File: src/rtl/mult_rr_arbiter.sv
// -----------------------------------------------------------------------------
// mult_rr_arbiter
//   Shares one N x N unsigned multiplier among R requesters. Each requester
//   offers an operand pair over valid/ready. A round-robin arbiter grants at
//   most one requester per cycle. The granted pair then passes through a
//   2-stage pipeline: an operand register, then a product register. Every
//   product is returned tagged with the ID of the requester that issued it.
//
// Ports
//   clk        clock, all state updates on the rising edge
//   rst        asynchronous, active-low reset
//   req_valid  [R]      requester i presents an operand pair
//   req_a      [R*N]    operand a of requester i in bits [i*N +: N]
//   req_b      [R*N]    operand b of requester i in bits [i*N +: N]
//   req_ready  [R]      one-hot or zero, grant for this cycle
//   res_valid  [1]      result present
//   res_id     [IW]     requester that issued the result
//   res_p      [2N]     unsigned product a*b
//   res_ready  [1]      consumer accepts the result this cycle
//   busy       [1]      any pipeline stage holds a valid entry
// -----------------------------------------------------------------------------

// Shared combinational multiplier core. Both operands are zero-extended so
// that the full 2N-bit product is kept.
module multiplier #(
  parameter int N = 8
) (
  input  logic [N-1:0]   a,
  input  logic [N-1:0]   b,
  output logic [2*N-1:0] p
);

  assign p = {{N{1'b0}}, a} * {{N{1'b0}}, b};

endmodule

module mult_rr_arbiter #(
  parameter  int N  = 8,
  parameter  int R  = 4,
  localparam int IW = (R > 1) ? $clog2(R) : 1
) (
  input  logic           clk,
  input  logic           rst,
  input  logic [R-1:0]   req_valid,
  input  logic [R*N-1:0] req_a,
  input  logic [R*N-1:0] req_b,
  output logic [R-1:0]   req_ready,
  output logic           res_valid,
  output logic [IW-1:0]  res_id,
  output logic [2*N-1:0] res_p,
  input  logic           res_ready,
  output logic           busy
);

  logic           s1_valid;
  logic [IW-1:0]  s1_id;
  logic [N-1:0]   s1_a;
  logic [N-1:0]   s1_b;
  logic           s2_valid;
  logic [IW-1:0]  s2_id;
  logic [2*N-1:0] s2_p;
  logic [IW-1:0]  last_grant;

  logic           adv;
  logic           grant_any;
  logic [IW-1:0]  grant_id;
  logic [N-1:0]   grant_a;
  logic [N-1:0]   grant_b;
  logic [IW-1:0]  cand;
  logic [2*N-1:0] mul_p;

  logic [N-1:0]   a_arr [R];
  logic [N-1:0]   b_arr [R];

  // Unpack the flat operand buses so the granted pair can be selected by ID.
  always_comb begin
    for (int i = 0; i < R; i++) begin
      a_arr[i] = req_a[i*N +: N];
      b_arr[i] = req_b[i*N +: N];
    end
  end

  // The whole pipeline moves together; a held result at the output freezes
  // both stages and suppresses any grant, which backpressures every requester.
  // The search starts one past the last granted requester and wraps, so the
  // most recently served requester always has the lowest priority.
  always_comb begin
    adv       = !(s2_valid && !res_ready);
    req_ready = '0;
    grant_any = 1'b0;
    grant_id  = '0;
    grant_a   = '0;
    grant_b   = '0;
    cand      = '0;
    if (adv) begin
      for (int k = 1; k <= R; k++) begin
        cand = IW'((int'(last_grant) + k) % R);
        if (!grant_any && req_valid[cand]) begin
          grant_any       = 1'b1;
          grant_id        = cand;
          grant_a         = a_arr[cand];
          grant_b         = b_arr[cand];
          req_ready[cand] = 1'b1;
        end
      end
    end
  end

  multiplier #(.N(N)) u_multiplier (
    .a (s1_a),
    .b (s1_b),
    .p (mul_p)
  );

  // Pipeline registers and round-robin pointer. Operands are zeroed on an
  // idle cycle so that an empty slot carries a zero product. The pointer
  // resets to R-1 so requester 0 is searched first.
  always_ff @(posedge clk or negedge rst) begin
    if (!rst) begin
      s1_valid   <= 1'b0;
      s1_id      <= '0;
      s1_a       <= '0;
      s1_b       <= '0;
      s2_valid   <= 1'b0;
      s2_id      <= '0;
      s2_p       <= '0;
      last_grant <= IW'(R - 1);
    end else if (adv) begin
      s1_valid <= grant_any;
      s1_id    <= grant_id;
      s1_a     <= grant_a;
      s1_b     <= grant_b;
      s2_valid <= s1_valid;
      s2_id    <= s1_id;
      s2_p     <= mul_p;
      if (grant_any) begin
        last_grant <= grant_id;
      end
    end
  end

  assign res_valid = s2_valid;
  assign res_id    = s2_id;
  assign res_p     = s2_p;
  assign busy      = s1_valid | s2_valid;

endmodule

File: config.mk
export PLATFORM = sky130hd
export DESIGN_NAME = mult_rr_arbiter
export DESIGN_NICKNAME = d
export VERILOG_FILES = /design/src/rtl/mult_rr_arbiter.sv
export SDC_FILE = /design/constraint.sdc
export NUM_CORES = 1
export LEC_CHECK = 0
export ABC_AREA = 1
export CAP_MARGIN = 20
export CELL_PAD_IN_SITES_DETAIL_PLACEMENT = 1
export CELL_PAD_IN_SITES_GLOBAL_PLACEMENT = 1
export CORE_MARGIN = 4
export CORE_UTILIZATION = 35
export DETAILED_ROUTE_END_ITERATION = 6
export GPL_TIMING_DRIVEN = 0
export PLACE_DENSITY_LB_ADDON = 0.12
export SYNTH_ARGS = -nofsm -noshare
export SYNTH_HDL_FRONTEND = slang
export SYNTH_SLANG_ARGS = --single-unit
export TNS_END_PERCENT = 10
File: constraint.sdc
create_clock -name clk -period 7.04 [get_ports clk]
set_clock_uncertainty 0.2 [all_clocks]
set_input_delay 1.76 -clock clk [delete_from_list [all_inputs] [get_ports clk]]
set_output_delay 1.76 -clock clk [all_outputs]
set_load 0.01 [all_outputs]
==> results.sh, run 1 <==
export IMPL_status="complete, no violations"
export IMPL_drive_gt1_share_pct=4.42
export IMPL_crit_arrival_ns=4.05
export IMPL_grt_overflow_total=0
export IMPL_period_share_pct=85.3
export IMPL_postCtsSetupBuffers=0
export IMPL_htreeDepth=2
export IMPL_cts_resized=0
export IMPL_cts_sink_count=40
export IMPL_hpwl_um=17900
export IMPL_finalWorstSetupSlack_ns=1.03
export IMPL_synth_edf_count=0
export IMPL_nets=1370
export IMPL_crit_start="last_grant[1]$_DFFE_PN1P_"
export IMPL_crit_path_start_kind="flip-flop"
export IMPL_place_congestion=0.823
export IMPL_start_util_pct=35.9
export IMPL_cts_root_buf="clkbuf_16"
export IMPL_wl_um=22200
export IMPL_hold_violations=0
export IMPL_grt_pass1_wl_um=37100
export IMPL_timing_final_crit_period_ns=6.01
export IMPL_io_buffer_count=94
export IMPL_max_slew_margin_pct=48.8
export IMPL_synth_main_ff_cell="dfrtp_1"
export IMPL_grt_pass1_vias=7315
export IMPL_synth_area_leaders="nand2_1 (25%), dfrtp_1 (15%), inv_1 (12%), fa_1 (11%), nand3_1 (10%)"
export IMPL_synthAdderAreaFrac_pct=19.4
export IMPL_coreArea_mm2=0.0181
export IMPL_synthXorXnorAreaFrac_pct=0.809
export IMPL_n_antenna_cell=0
export IMPL_die_w_um=144
export IMPL_grt_max_degree=27
export IMPL_slowest_delay_ns=0.59
export IMPL_synth_mux_area_share_pct=0
export IMPL_synth_area_mm2=0.00650
export IMPL_drc=0
export IMPL_synth_largest_area_cell="nand2_1"
export IMPL_crit_path_end_kind="output pin"
export IMPL_required_ns=5.08
export IMPL_grt_usage_pct=22.0
export IMPL_hold_path_class="flip-flop to flip-flop"
export IMPL_synth_top_area_share_pct=25.2
export IMPL_path_cells="buf_2 > inv_2 > clkbuf_1 > ha_1 > buf_2 > inv_2 > nand3_1 > nand2_2 > inv_2 > buf_2 > nand4_1 > nand3_1 > nand2_1 > inv_1 > clkdlybuf4s50_1"
export IMPL_timing_hold_ws_ns=0.276
export IMPL_drt_iter0_drc=219
export IMPL_yosys_register_bits=40
export IMPL_slowest_stage="dfstp_2"
export IMPL_cts_buffers=5
export IMPL_ant_nets=0
export IMPL_regToRegSetupSlack_ns=2.29
export IMPL_reg2reg_to="res_p[14]$_DFFE_PN0N_"
export IMPL_detail_route_wl_per_cell_um=15.3
export IMPL_cts_clk_slew_worst_paths_ns=0.06
export IMPL_finalSetupTns_ns=0
export IMPL_clockBufferDepth=2
export IMPL_worstSetupPathType="flip-flop to output pin"
export IMPL_yosys_area_share_simple_pct=42.5
export IMPL_slew_violations=0
export IMPL_cp_max_fo=12
export IMPL_synth_area_per_cell_um2=5.81
export IMPL_rows=49
export IMPL_synthMostInstantiatedCell="nand2_1"
export IMPL_cts_tree="built"
export IMPL_cts_hold_buffers=0
export IMPL_yosysUniqueCellTypes=31
export IMPL_yosys_warnings=0
export IMPL_die_h_um=144
export IMPL_clkLatencyLatePin_ns=0.30
export IMPL_r2r_start="s1_a[0]$_DFFE_PN0N_"
export IMPL_synth_net_count=1268
export IMPL_syn_to_final_growth_pct=21.8
export IMPL_finalSetupViolCount=0
export IMPL_worst_pin_slew_ns=0.768
export IMPL_hold_path_depth=2
export IMPL_dr_pass1_iters=4
export IMPL_avgViaCountPerCell=4.88
export IMPL_critPathTopFamily="buffers and inverters"
export IMPL_rsz0062_at_grt="no"
export IMPL_reg2regPathDepth=16
export IMPL_ys_seq_area_share_pct=15.4
export IMPL_async_flop_share_pct=100
export IMPL_drv_cap=0
export IMPL_synth_top_family_by_area="simple AND/OR/NAND/NOR gates"
export IMPL_netlist_instances=1118
export IMPL_dr_total_vias=7074
export IMPL_hp_start="res_p[15]$_DFFE_PN0N_"
export IMPL_synth_compound_area_share_pct=4.93
export IMPL_cp_num_buf_inv=9
export IMPL_antenna_found_initial=0
export IMPL_fmax_ghz=0.166
export IMPL_fillerInstances=2460
export IMPL_num_io_pins=95
export IMPL_pre_cts_slack_ns=1.04
export IMPL_dieArea_mm2=0.0208
export IMPL_holdPathEnd="res_p[15]$_DFFE_PN0N_"
export IMPL_synth_commonest_cells="nand2_1 (437), inv_1 (204), nand3_1 (130)"
[how the worst max path moves through the flow]
stage                   endpoint  cells past startpoint
floorplan           req_ready[3]                     10
global placement    req_ready[3]                      7
detailed placement  req_ready[1]                      7
CTS                 req_ready[1]                      7
global route        req_ready[1]                     16
finish              req_ready[1]                     15
[sequential cells by signal, indices dropped and copies added, names as in the netlist]
name / cells
last_grant: 2
res_id: 2
res_p: 16
res_valid: 1
s1_a: 8
s1_b: 8
s1_id: 2
s1_valid: 1
[metal layers]
layer  share of wire [%]  up-vias  track usage [%]
li1                    -     3601                -
met1                  46     3339             28.3
met2                  49      114             40.2
met3                 2.6       20             1.52
met4                 1.7        0             5.25
met5                   0        -                0
[layout by cell type (no fill, tap or decap), types with 2 or more instances in the layout]
| master | n |
|---|---|
| dfstp_2 | 2 |
| nand2_1 | 437 |
| buf_1 | 7 |
| a21boi_0 | 4 |
| nor2_1 | 48 |
| fa_1 | 36 |
| nand4_1 | 34 |
| a31oi_1 | 2 |
| xnor2_1 | 5 |
| buf_4 | 3 |
| inv_1 | 204 |
| clkbuf_16 | 5 |
| buf_2 | 21 |
| nand3_1 | 130 |
| a21oi_1 | 13 |
| buf_6 | 4 |
| o21ai_0 | 37 |
| clkdlybuf4s50_1 | 93 |
| dfrtp_1 | 38 |
| clkbuf_1 | 31 |
| nand2_2 | 5 |
| inv_2 | 5 |
| ha_1 | 43 |
[final cells by class]
cell class                 count  area [um^2]  area share [%]
sequential                    40         1000            12.7
clock buffer                   5          125            1.58
tap                          229          287            3.62
clock inverter                 3         46.3           0.585
timing repair buffer          95          956            12.1
inverter                     210          791            9.99
buffer                        65          310            3.92
multi-input combinational    803         4390            55.5
[logic make-up after synthesis]
kind of cell | Yosys count
AOI/OAI and AO/OA | 60
xor gates and xnor gates | 6
adders and majority gates | 79
buffers and inverters | 275
DFF | 40
and+or+nand+nor | 658
[worst register-to-register path, cell delays in order, from the launching register on]
cell,delay (ns)
dfrtp_1,0.32
clkbuf_1,0.38
nand2_1,0.17
fa_1,0.55
fa_1,0.56
inv_1,0.06
fa_1,0.53
inv_1,0.05
fa_1,0.53
inv_1,0.05
ha_1,0.36
a21oi_1,0.21
nor2_1,0.08
o21ai_0,0.29
nand4_1,0.14
nand3_1,0.12
nand2_1,0.06
[metrics by stage]
| stage | util [%] | cells | area (um^2) |
|---|---|---|---|
| 3_3_place_gp | 42.7 | 1441 | 7730 |
| 3_5_place_dp | 42.8 | 1442 | 7740 |
| 6_report | 43.7 | 1450 | 7910 |
| 4_1_cts | 43.7 | 1450 | 7910 |
| 2_1_floorplan | - | 1118 | 6500 |
| 5_1_grt | 43.7 | 1450 | 7910 |
Power of run 1 is not shown: default switching activity piles up to over one toggle a cycle in this logic, so the estimate is an artifact.
==> run 2, diff against run 1 <==
- clock period: 7.04 -> 5.3 ns (I/O delays scaled with it)
==> results.sh, run 2 (synthesized netlist as in run 1, its figures left out) <==
export IMPL_slowest_stage="nor2_1"
export IMPL_crit_path_start_kind="input pin"
export IMPL_drc=0
export IMPL_avgViaCountPerCell=4.91
export IMPL_drv_cap=0
export IMPL_grt_max_degree=27
export IMPL_period_share_pct=95.2
export IMPL_n_antenna_cell=0
export IMPL_required_ns=3.77
export IMPL_final_common_cell="nand2_1"
export IMPL_grt_use_met1_pct=28.2
export IMPL_worstSetupPathType="input pin to output pin"
export IMPL_ant_nets=0
export IMPL_die_h_um=144
export IMPL_dieArea_mm2=0.0208
export IMPL_clkLatencyLatePin_ns=0.30
export IMPL_die_w_um=144
export IMPL_fmax_ghz=0.198
export IMPL_dr_pass1_iters=5
export IMPL_htreeDepth=2
export IMPL_regArea_mm2=0.00100
export IMPL_finalSetupViolCount=0
export IMPL_largest_reg_flops=16
export IMPL_cp_depth=7
export IMPL_cts_tree="built"
export IMPL_cts_hold_buffers=0
export IMPL_gr_usage_met3_pct=1.55
export IMPL_finalSetupTns_ns=0
export IMPL_clockBufferDepth=2
export IMPL_grt_pass1_wl_um=37100
export IMPL_drt_iter0_drc=257
export IMPL_syn_to_final_growth_pct=22.1
export IMPL_reg2regPathDepth=16
export IMPL_cp_num_buf_inv=5
export IMPL_wl_um=22200
export IMPL_max_slew_margin_pct=49.1
export IMPL_drive_gt1_share_pct=4.59
export IMPL_status="complete, no violations"
export IMPL_crit_arrival_ns=3.52
export IMPL_rows=49
export IMPL_coreArea_mm2=0.0181
export IMPL_grt_overflow_total=0
export IMPL_grt_usage_pct=22.0
export IMPL_fin_area_mm2=0.00794
export IMPL_path_cells="clkdlybuf4s50_1 > nor2_1 > inv_2 > clkbuf_1 > nand2_1 > inv_1 > clkdlybuf4s50_1"
export IMPL_slew_violations=0
export IMPL_io_buffer_count=94
export IMPL_fillerInstances=2458
export IMPL_place_congestion=0.823
export IMPL_worst_pin_slew_ns=0.763
export IMPL_cts_sink_count=40
export IMPL_detail_route_wl_per_cell_um=15.4
export IMPL_nets=1368
export IMPL_hold_path_class="flip-flop to flip-flop"
export IMPL_antenna_found_initial=0
export IMPL_top_usage_layer="met2"
export IMPL_path_common_cell="clkdlybuf4s50_1"
export IMPL_hold_violations=0
export IMPL_placed_area_mm2=0.00774
export IMPL_crit_path_end_kind="output pin"
export IMPL_final_cell_mix="nand2_1 (437), inv_1 (204), nand3_1 (129)"
export IMPL_dr_total_vias=7103
export IMPL_hpwl_um=17900
export IMPL_critPathTopFamily="buffers and inverters"
export IMPL_start_util_pct=35.9
export IMPL_cts_root_buf="clkbuf_16"
export IMPL_hold_path_depth=2
export IMPL_postCtsSetupBuffers=0
export IMPL_timing_final_crit_period_ns=5.05
export IMPL_cts_clk_slew_worst_paths_ns=0.06
export IMPL_slowest_delay_ns=0.51
export IMPL_grt_use_met2_pct=40.1
export IMPL_multi_input_area_mm2=0.00441
export IMPL_grt_pass1_vias=7312
export IMPL_num_io_pins=95
export IMPL_cp_max_fo=10
export IMPL_rsz0062_at_grt="no"
export IMPL_cts_buffers=5
==> run 2: routing by layer <==
layer / part of all wire (%) / vias to the layer above
li1: - / 3597
met3: 3.3 / 24
met2: 49 / 135
met1: 46 / 3347
met4: 1.8 / 0
met5: 0 / -
==> run 2: final timing paths <==
path,from,endpoint,slack [ns]
max,res_ready,req_ready[1],0.25
min,res_p[15]$_DFFE_PN0N_,res_p[15]$_DFFE_PN0N_,0.28
max reg2reg,s1_a[0]$_DFFE_PN0N_,res_p[14]$_DFFE_PN0N_,0.56
min reg2reg,res_p[15]$_DFFE_PN0N_,res_p[15]$_DFFE_PN0N_,0.28
max in group asynchronous,rst,last_grant[0]$_DFFE_PN1P_,3.62
min in group asynchronous,rst,res_p[3]$_DFFE_PN0N_,0.74
==> run 2: worst min-delay path, stage by stage, from the launching register on <==
cell and delay (ns):
dfrtp_1 0.34, nand2_1 0.05, nand2_1 0.05
==> run 2: repair_timing <==
action | in CTS | in global routing
gates resized for setup | 6 | 5
endpoints found under the setup margin | 4 | 4
pin swaps | 0 | 1
==> run 2: metrics by stage <==
stage | hold WS [ns] | utilization, % | cells | setup WS, ns
2_1_floorplan | 0.231 | - | 1118 | 1.14
3_3_place_gp | 0.255 | 42.7 | 1441 | 0.0990
3_5_place_dp | 0.264 | 42.8 | 1442 | 0.0829
4_1_cts | 0.278 | 43.8 | 1449 | 0.0285
5_1_grt | 0.301 | 43.9 | 1448 | 0.0157
6_report | 0.276 | 43.9 | 1448 | 0.252
==> run 2: cell type report <==
type / count / share of cell area [%]
clock inverters: 3 / 0.583
well taps: 229 / 3.61
inverters: 210 / 10.0
repair buffers: 95 / 12.0
plain buffers: 63 / 3.89
multi-input cells: 803 / 55.6
flip-flops and latches: 40 / 12.6
clock buffers: 5 / 1.58
Power of run 2 is left out for the same reason.
